### src/rtl/uart_rx_buf_ctrl.sv
// rtl/uart_rx_buf_ctrl.sv - UART receive buffer controller with error tags, timeout and interrupts
//
// Buffers characters from the receive shift register (RSR) in a DEPTH-entry
// FIFO, each entry tagged with its parity-error status. It raises rx_full as
// back-pressure toward the RSR and runs a character-timeout timer counted in
// bit times. It produces a threshold interrupt and a timeout interrupt, and
// keeps sticky overflow and frame-error flags.
//
// Ports:
//   clk, rst        single clock, synchronous active-high reset
//   btick           one-clk pulse per bit time
//   rx_wr_en/rx_data/rx_parity_err/rx_frame_err   RSR side
//   rx_full         back-pressure to the RSR
//   rd_req          host pop request
//   rd_data/rd_perr/rd_valid   popped entry, valid one clk after rd_req
//   thr             irq_thr threshold (0 disables)
//   to_en/to_bits   timeout enable and length in bit times (0 disables)
//   err_clr         clears ovr_err, fe_stat and irq_to
//   count/empty     occupancy
//   ovr_err/fe_stat/irq_thr/irq_to   status and interrupts
module uart_rx_buf_ctrl #(
    parameter int DEPTH = 16,
    parameter int AW    = $clog2(DEPTH)
) (
    input  logic          clk,
    input  logic          rst,
    input  logic          btick,
    input  logic          rx_wr_en,
    input  logic [7:0]    rx_data,
    input  logic          rx_parity_err,
    input  logic          rx_frame_err,
    output logic          rx_full,
    input  logic          rd_req,
    output logic [7:0]    rd_data,
    output logic          rd_perr,
    output logic          rd_valid,
    input  logic [AW:0]   thr,
    input  logic          to_en,
    input  logic [7:0]    to_bits,
    input  logic          err_clr,
    output logic [AW:0]   count,
    output logic          empty,
    output logic          ovr_err,
    output logic          fe_stat,
    output logic          irq_thr,
    output logic          irq_to
);

    typedef enum logic [1:0] {T_IDLE, T_RUN, T_EXP} t_state_e;

    localparam logic [AW:0] FULL_CNT = (AW+1)'(DEPTH);

    logic [8:0]    r_mem [DEPTH];
    logic [AW-1:0] r_wr_ptr;
    logic [AW-1:0] r_rd_ptr;
    logic [AW:0]   r_count;
    logic          r_pe_pend;
    logic          r_fe_prev;
    logic          r_ovr_err;
    logic          r_fe_stat;
    logic          r_irq_to;
    logic          r_rd_valid;
    logic [7:0]    r_rd_data;
    logic          r_rd_perr;
    t_state_e      r_state;
    logic [7:0]    r_timer;

    logic          w_full;
    logic          w_empty;
    logic          w_rd;
    logic          w_wr;
    logic          w_ovf;
    logic          w_active;
    logic          w_to_ok;
    logic [AW:0]   w_count_nxt;
    logic          w_empty_nxt;

    assign w_full   = (r_count == FULL_CNT);
    assign w_empty  = (r_count == '0);
    assign w_rd     = rd_req && !w_empty;
    // A pop in the same cycle frees a slot, so a write into a full FIFO is
    // still accepted when paired with a read.
    assign w_wr     = rx_wr_en && (!w_full || w_rd);
    assign w_ovf    = rx_wr_en && !w_wr;
    assign w_active = w_wr || w_rd;
    assign w_to_ok  = to_en && (to_bits != 8'd0);

    assign w_count_nxt = r_count + {{AW{1'b0}}, w_wr} - {{AW{1'b0}}, w_rd};
    assign w_empty_nxt = (w_count_nxt == '0);

    // Storage is not reset; stale contents are unreachable once pointers and
    // count return to zero.
    always_ff @(posedge clk) begin
        if (w_wr) begin
            r_mem[r_wr_ptr] <= {rx_parity_err | r_pe_pend, rx_data};
        end
    end

    always_ff @(posedge clk) begin
        if (rst) begin
            r_wr_ptr   <= '0;
            r_rd_ptr   <= '0;
            r_count    <= '0;
            r_pe_pend  <= 1'b0;
            r_fe_prev  <= 1'b0;
            r_ovr_err  <= 1'b0;
            r_fe_stat  <= 1'b0;
            r_rd_valid <= 1'b0;
            r_rd_data  <= 8'd0;
            r_rd_perr  <= 1'b0;
        end else begin
            r_count    <= w_count_nxt;
            r_rd_valid <= w_rd;
            r_fe_prev  <= rx_frame_err;
            if (w_wr) begin
                r_wr_ptr <= r_wr_ptr + 1'b1;
            end
            if (w_rd) begin
                r_rd_ptr  <= r_rd_ptr + 1'b1;
                r_rd_data <= r_mem[r_rd_ptr][7:0];
                r_rd_perr <= r_mem[r_rd_ptr][8];
            end
            // Parity error arrives ahead of the strobe; hold it until the
            // character it belongs to is written or dropped.
            if (rx_wr_en) begin
                r_pe_pend <= 1'b0;
            end else if (rx_parity_err) begin
                r_pe_pend <= 1'b1;
            end
            if (err_clr) begin
                r_ovr_err <= 1'b0;
                r_fe_stat <= 1'b0;
            end else begin
                if (w_ovf) begin
                    r_ovr_err <= 1'b1;
                end
                if (rx_frame_err && !r_fe_prev) begin
                    r_fe_stat <= 1'b1;
                end
            end
        end
    end

    // Character-timeout sequencer.
    always_ff @(posedge clk) begin
        if (rst) begin
            r_state  <= T_IDLE;
            r_timer  <= 8'd0;
            r_irq_to <= 1'b0;
        end else begin
            if (w_empty_nxt || !w_to_ok) begin
                r_state <= T_IDLE;
                r_timer <= 8'd0;
            end else begin
                case (r_state)
                    T_IDLE: begin
                        r_state <= T_RUN;
                        r_timer <= 8'd0;
                    end
                    T_RUN: begin
                        if (w_active) begin
                            r_timer <= 8'd0;
                        end else if (btick) begin
                            if (r_timer == to_bits - 8'd1) begin
                                r_state  <= T_EXP;
                                r_irq_to <= 1'b1;
                            end else begin
                                r_timer <= r_timer + 8'd1;
                            end
                        end
                    end
                    T_EXP: begin
                        if (w_active) begin
                            r_state <= T_RUN;
                            r_timer <= 8'd0;
                        end
                    end
                    default: begin
                        r_state <= T_IDLE;
                        r_timer <= 8'd0;
                    end
                endcase
            end
            // Clearing takes priority over a same-cycle expiry.
            if (err_clr || w_rd) begin
                r_irq_to <= 1'b0;
            end
        end
    end

    assign count    = r_count;
    assign empty    = w_empty;
    assign rx_full  = w_full;
    assign irq_thr  = (thr != '0) && (r_count >= thr);
    assign rd_valid = r_rd_valid;
    assign rd_data  = r_rd_data;
    assign rd_perr  = r_rd_perr;
    assign ovr_err  = r_ovr_err;
    assign fe_stat  = r_fe_stat;
    assign irq_to   = r_irq_to;

endmodule
### config.mk
export PLATFORM = sky130hd
export DESIGN_NAME = uart_rx_buf_ctrl
export DESIGN_NICKNAME = d
export VERILOG_FILES = /design/src/rtl/uart_rx_buf_ctrl.sv
export SDC_FILE = /design/constraint.sdc
export NUM_CORES = 1
export LEC_CHECK = 0
export ABC_AREA = 1
export CAP_MARGIN = 25
export CORE_MARGIN = 10
export CORE_UTILIZATION = 50
export CTS_CLUSTER_DIAMETER = 100
export DETAILED_ROUTE_END_ITERATION = 16
export GPL_TIMING_DRIVEN = 0
export PLACE_DENSITY = 0.67
export SETUP_SLACK_MARGIN = 0.5
export SYNTH_ARGS = -nofsm -noshare
export SYNTH_HDL_FRONTEND = slang
export SYNTH_SLANG_ARGS = --single-unit
### constraint.sdc
create_clock -name clk -period 2.9 [get_ports clk]
set_input_delay 0.58 -clock clk [delete_from_list [all_inputs] [get_ports clk]]
set_output_delay 0.58 -clock clk [all_outputs]
set_load 0.02 [all_outputs]
==> results.yml, run 1 <==
grt:
  overflow: 0
  grt_pass1_vias: 5922
  grt_max_degree: 17
  grt_use_met2: 0.311
  top_usage_layer: "met2"
  grt_pass1_wl_mm: 32.3
  antenna_found_initial: 0
  met1_usage: 0.239
  grt_use_met3: 0.0550
  grt.total_usage: 0.195
critical_path:
  critPathMaxFanout: 5
  path_buf_inv: 3
  crit_slowest_cell: "fa_2"
  worst_path_most_repeated_cell: "ha_4"
  critical_path_class: "reg2reg"
  worstPathCellList: "inv_4 > ha_4 > nand3_4 > nor2_4 > inv_2 > nand2_4 > ha_4 > ha_4 > fa_2 > nand3_2 > nand2_2 > xor2_2 > nand3_2 > nand2_2 > nor2_4 > clkinv_4 > a21oi_2"
  cp-end-kind: "flip-flop"
  cp-start-kind: "flip-flop"
  critPathMaxStageDelay_ps: 370
  arrival_ps: 3030
  cp_top_family: "adder cells"
  worstPathRequired_ps: 3260
logic_synthesis:
  ys_async_sr_fraction: 0
  synth_edf_count: 144
  synth.yosys.seq_area_share: 0.642
  yosys.cell_types.count: 36
  synth_cells: 729
  yosysWarningCount: 0
  yosys-top-cells-area: "edfxtp_1 (55%), dfxtp_1 (9.6%), nor2_1 (6.1%)"
  synth_ff_type: "edfxtp_1"
  ys_ff_latch: 182
  syn_nets: 780
  synth.avg_cell_area_um2: 10.9
  synth.largest_area_cell: "edfxtp_1"
  synth_top_cell_area_share: 0.546
  syn_area_um2: 7920
place:
  port_buffers: 50
  dpl.cell_count: 990
  placed_area_um2: 8780
  gp_congestion: 0.937
  dp_hpwl_mm: 13.9
  place_ws_ps: -322
finish:
  layout_commonest_cell: "edfxtp_1"
  finalInstanceArea_um2: 9610
  most-common-layout-cells: "edfxtp_1 (144), nor2_1 (110), o21ai_0 (77), nand2_1 (53), inv_1 (50)"
  syn2layout_area_growth_pct: 21.2
  diodes: 0
  final_layout_size_suffix_gt1_frac: 0.150
  layout.cells.non_filler: 1036
  regArea_um2: 5100
  multiInputGateArea_um2: 2680
  nets: 863
  nFillCells: 1213
timing:
  hold_viol: 0
  layout_min_cycle_time_ps: 2660
  slew_violations: 0
  whs_ps: 468
  post-route-period-util: 0.918
  setup_viol: 0
  layout_setup_ws_ps: 237
  rsz0062_at_grt: "yes"
  fmax_ghz: 0.375
  worstMarginPinSlew_ps: 750
  finClkSkew_ps: 10.3
  relSlewSlack: 0.499
routing:
  firstDrtPassIters: 5
  drt-initial-drc-count: 439
  totalWireLength_mm: 20.9
  ant_nets: 0
  route.detailed.drc: 0
  vias: 5918
  wl_per_cell_um: 20.1
  viasPerCell: 5.71
clock_tree:
  cts_sinks: 182
  cts_max_level: 4
  ctsLongestPathBuffers: 2
  cts.root.buffer_cell: "clkbuf_16"
  clock_latency_ps: 440
  numCtsBuffers: 17
  cts.clk_slew.worst_paths_ps: 60
  cts_tree: "built"
die:
  io_pins: 51
  die_x_um: 146
  fp-row-count: 45
  initial_utilization: 0.515
  coreArea_um2: 15400
  die-area_um2: 21300
  die_h_um: 146
power:
  vdd_drop_max_v: 0.000713
  pwr_density_cell_nw_per_um2: 800
  p_leak_uw: 0.00338
  power_uw: 7680
flow_run:
  drv_cap: 0
outcome:
  status: "completed"
min_path:
  hp-class: "reg2reg"
-- state kept, by name, indices dropped and copies added, names as in the netlist --
signal     cells
rd_perr        1
r_wr_ptr       4
fe_stat        1
rd_valid       1
r_state        2
irq_to         1
r_rd_ptr       4
ovr_err        1
r_fe_prev      1
r_pe_pend      1
rd_data        8
r_mem        144
r_timer        8
count          5
-- layout make-up --
cell class                      instances  area share
Clock buffer                           21      0.0459
Multi-Input combinational cell        451       0.279
Buffer                                 32      0.0162
Timing Repair inverter                  1    0.000912
Sequential cell                       182       0.531
Tap cell                              211      0.0275
Timing Repair Buffer                   63      0.0619
Inverter                               64      0.0266
Clock inverter                         11      0.0113
-- worst register-to-register path: cells and delay by family (launching register included) --
| kind | cells | cell delay (ps) |
|---|---|---|
| AOI/OAI and AO/OA | 1 | 110 |
| adders and majority gates | 4 | 900 |
| buffers and inverters | 3 | 230 |
| and+or+nand+nor | 8 | 870 |
| xor gates and xnor gates | 1 | 160 |
| DFF | 1 | 350 |
-- synth_stat cells, types with 2 or more instances --
library cell	instances
o22ai_1	11
clkbuf_2	2
dfxtp_1	38
xnor2_1	2
o221ai_1	25
nand2_4	2
nand2_2	4
o21bai_1	2
nor4_1	3
inv_1	58
edfxtp_1	144
nand4_1	6
nand2_1	58
a21oi_1	23
nand3_1	39
clkbuf_1	19
o21ai_1	4
nor2_1	129
o21ai_0	77
buf_2	9
ha_1	20
inv_2	2
nor3_1	8
clkinv_1	4
xor2_1	9
o211ai_1	20
nor2_2	2
-- kinds of logic (layout without fill, tap and decap cells) --
group                      after synthesis  in the layout  share of synthesized area
and+or+nand+nor                        253            253                      0.136
DFF                                    182            182                      0.642
xor gates and xnor gates                11             11                     0.0122
adders and majority gates               21             21                     0.0341
AOI/OAI and AO/OA                      166            166                      0.128
buffers and inverters                   96            192                     0.0486
-- report_power, final --
group | switching [uW] | internal, uW
clock network | 927 | 1250
registers | 98.3 | 2970
logic | 1540 | 893
total | 2570 | 5110
-- path summary, 6_finish.rpt --
kind / startpoint / end / slack (ps) / cells after the start
max: count[3]$_SDFF_PP0_ / r_timer[4]$_SDFFE_PP0P_ / 240 / 17
max reg2reg: count[3]$_SDFF_PP0_ / r_timer[4]$_SDFFE_PP0P_ / 240 / 17
min reg2reg: irq_to$_SDFFE_PP0P_ / irq_to$_SDFFE_PP0P_ / 470 / 2
min: irq_to$_SDFFE_PP0P_ / irq_to$_SDFFE_PP0P_ / 470 / 2
-- layer usage --
metal	up-vias	part of all wire	wire, um
met5	-	0	0
met4	0	0.031	642
met3	47	0.090	1890
met2	276	0.47	9870
met1	2830	0.41	8450
li1	2765	-	-
-- stage by stage --
stage                     setup TNS (ps)  utilization
final                                  0        0.625
after global routing                   0        0.625
after detailed placement           -3330        0.571
after CTS                              0        0.620
after floorplan                        0            -
after global placement             -3180        0.571
-- repair_timing --
item                                   4_1_cts  5_1_grt
endpoints found under the hold margin        0        0
pin swaps                                   17        9
cloned                                       1        0
hold buffers                                 0        0
gates resized for setup                     41       26
setup endpoints to repair                   32      149
buffers inserted                            12        1
Power figures use the tool's default switching activity.
==> run 2: changes to the inputs <==
--- a/config.mk
+++ b/config.mk
@@ -5,14 +5,14 @@
 export SDC_FILE = /design/constraint.sdc
 export NUM_CORES = 1
 export LEC_CHECK = 0
-export ABC_AREA = 1
+export ABC_AREA = 0
 export CAP_MARGIN = 25
 export CORE_MARGIN = 10
 export CORE_UTILIZATION = 50
 export CTS_CLUSTER_DIAMETER = 100
 export DETAILED_ROUTE_END_ITERATION = 16
 export GPL_TIMING_DRIVEN = 0
-export PLACE_DENSITY = 0.67
+export PLACE_DENSITY = 0.76
 export SETUP_SLACK_MARGIN = 0.5
 export SYNTH_ARGS = -nofsm -noshare
 export SYNTH_HDL_FRONTEND = slang
==> run 2 against run 1 <==
Net effect:
- the flow now finishes with violations (negative setup slack)
- clock power grew 5%
- synthesized cell count fell by 33%
- sequential share of layout area grew 0.67 points
- largest power group unchanged
- highest routed layer unchanged
==> results.yml, run 2 <==
place:
  dp_hpwl_mm: 11.2
  dpl.cell_count: 726
  placed_area_um2: 8540
  port_buffers: 50
  gp_congestion: 0.840
  place_ws_ps: -1020
critical_path:
  critPathMaxFanout: 6
  worst_path_most_repeated_cell: "ha_4"
  ff2ff_setup_slack_ps: -160
  cp-end-kind: "flip-flop"
  worstRegToRegCells: 16
  path_buf_inv: 3
  cp-start-kind: "flip-flop"
  worstPathRequired_ps: 3270
  worstPathCellList: "inv_4 > ha_4 > nand2_4 > o21ai_4 > clkbuf_8 > ha_4 > ha_4 > fa_2 > a21oi_2 > o21bai_1 > xnor2_1 > a31oi_2 > nand2b_1 > or2_4 > buf_6 > a21oi_2"
  regToRegEndpoint: "r_timer[4]$_SDFFE_PP0P_"
  cp_top_family: "adder cells"
  crit_slowest_cell: "dfxtp_4"
  critical_path_class: "reg2reg"
  arrival_ps: 3420
  critPathMaxStageDelay_ps: 360
  rr_startpoint: "count[2]$_SDFF_PP0_"
finish:
  largest_reg_flops: 144
  finalInstanceArea_um2: 9490
  layout_commonest_cell: "edfxtp_1"
  diodes: 0
  nFillCells: 1050
  multiInputGateArea_um2: 2700
  registers.top_by_ff_count: "r_mem"
  most-common-layout-cells: "edfxtp_1 (144), mux4_2 (45), clkdlybuf4s50_1 (43), dfxtp_1 (33), nand2_1 (31)"
  syn2layout_area_growth_pct: 23.6
  regArea_um2: 5100
  nets: 625
  final_layout_size_suffix_gt1_frac: 0.298
  layout.cells.non_filler: 775
power:
  pwr_density_cell_nw_per_um2: 794
  p_leak_uw: 0.00310
  vdd_drop_max_v: 0.000795
grt:
  antenna_found_initial: 0
  grt.total_usage: 0.172
  grt_pass1_wl_mm: 26.3
  overflow: 0
  grt_pass1_vias: 4741
  grt_max_degree: 18
logic_synthesis:
  syn_nets: 539
  yosys-top-cells-area: "edfxtp_1 (56%), mux4_2 (13%), dfxtp_1 (9.9%)"
  synth.avg_cell_area_um2: 15.7
  ys_async_sr_fraction: 0
  synth_common_cells: "edfxtp_1 (144), mux4_2 (45), dfxtp_1 (38)"
  synth_cells: 488
  synth_ff_type: "edfxtp_1"
  synth_edf_count: 144
  yosysWarningCount: 0
  synth.largest_area_cell: "edfxtp_1"
  yosysMostFrequentCell: "edfxtp_1"
  synth.yosys.seq_area_share: 0.662
  synth_top_cell_area_share: 0.563
  yosys.cell_types.count: 47
  syn_area_um2: 7680
  ys_ff_latch: 182
timing:
  worstMarginPinSlew_ps: 940
  whs_ps: 470
  rsz0062_at_grt: "yes"
  post-route-period-util: 1.05
  slew_violations: 0
  hold_viol: 0
  fmax_ghz: 0.327
  finalSetupTns_ps: -1180
  layout_setup_ws_ps: -156
  finClkSkew_ps: 6.75
  relSlewSlack: 0.373
  layout_min_cycle_time_ps: 3060
  setup_viol: 11
clock_tree:
  ctsLongestPathBuffers: 2
  cts_tree: "built"
  cts_max_level: 4
  cts.root.buffer_cell: "clkbuf_16"
  clock_latency_ps: 430
  cts_sinks: 182
  numCtsBuffers: 17
  cts.clk_slew.worst_paths_ps: 70
die:
  coreArea_um2: 15100
  die-area_um2: 20700
  die_x_um: 144
  die_h_um: 144
  fp-row-count: 45
  initial_utilization: 0.507
  io_pins: 51
min_path:
  holdPathStages: 2
  hp-class: "reg2reg"
  hold_path.startpoint: "rd_data[4]$_SDFFE_PP0P_"
  holdPathEnd: "rd_data[4]$_SDFFE_PP0P_"
routing:
  firstDrtPassIters: 5
  route.detailed.drc: 0
  wl_per_cell_um: 22.1
  vias: 4495
  viasPerCell: 5.80
  ant_nets: 0
  drt-initial-drc-count: 322
  totalWireLength_mm: 17.1
flow_run:
  drv_cap: 0
outcome:
  status: "finished, violations left"
  violations: "negative setup slack"
[run 2: metrics by stage]
step / utilization / total power, uW
global placement: 0.563 / 4940
global route: 0.627 / 7840
finish: 0.627 / 7530
floorplan: - / 4390
CTS: 0.617 / 7450
detailed placement: 0.564 / 5000
[run 2: cells by family (layout without fill, tap and decap cells)]
group                      Yosys count  count (layout)  share of synthesized area
xor gates and xnor gates            21              21                     0.0239
muxes                               46              46                      0.133
DFF                                182             182                      0.662
AOI/OAI and AO/OA                   53              53                     0.0397
adders and majority gates           21              21                     0.0352
and+or+nand+nor                    124             124                     0.0829
buffers and inverters               41             140                     0.0230
[run 2: worst max path at each step]
stage                        start                       to  slack [ps]  depth (start not counted)
2_1_floorplan  count[3]$_SDFF_PP0_  r_timer[6]$_SDFFE_PP0P_         -20                         18
3_3_place_gp                rd_req  r_timer[2]$_SDFFE_PP0P_        -880                         15
3_5_place_dp                rd_req  r_timer[4]$_SDFFE_PP0P_       -1020                         15
4_1_cts        count[2]$_SDFF_PP0_  r_timer[4]$_SDFFE_PP0P_        -160                         18
5_1_grt        count[2]$_SDFF_PP0_  r_timer[6]$_SDFFE_PP0P_        -310                         17
6_report       count[2]$_SDFF_PP0_  r_timer[4]$_SDFFE_PP0P_        -160                         16
[run 2: area by class of cell]
cell class              count  share of cell area
flip-flops and latches    182               0.537
well taps                 188              0.0248
plain buffers              22              0.0161
inverters                  19             0.00831
clock inverters            15              0.0171
repair buffers             67              0.0671
multi-input cells         265               0.285
clock buffers              17              0.0448
[run 2: routing by layer]
layer,vias to the layer above,wire [um],global-route usage
li1,2043,-,-
met2,158,8910,0.296
met1,2274,6750,0.204
met4,0,240,0.0559
met3,20,1190,0.0479
met5,-,0,0
[run 2: tightest hold or removal path, delay by kind of cell, from the launching register on]
kind,cells,cell delay [ps]
DFF,1,310
AOI/OAI and AO/OA,1,60
and+or+nand+nor,1,60
[run 2: repair_timing]
action	in CTS	in global routing
hold buffers	0	0
setup buffers	13	4
pin swaps	11	5
resized for setup	46	31
endpoints found under the setup margin	52	122
[run 2: report_power, final]
group	total (uW)	internal (uW)	switching [uW]	leakage, uW
clock	2280	1290	998	0.000287
combinational	2170	1090	1080	0.00120
sequential	3080	2970	111	0.00161
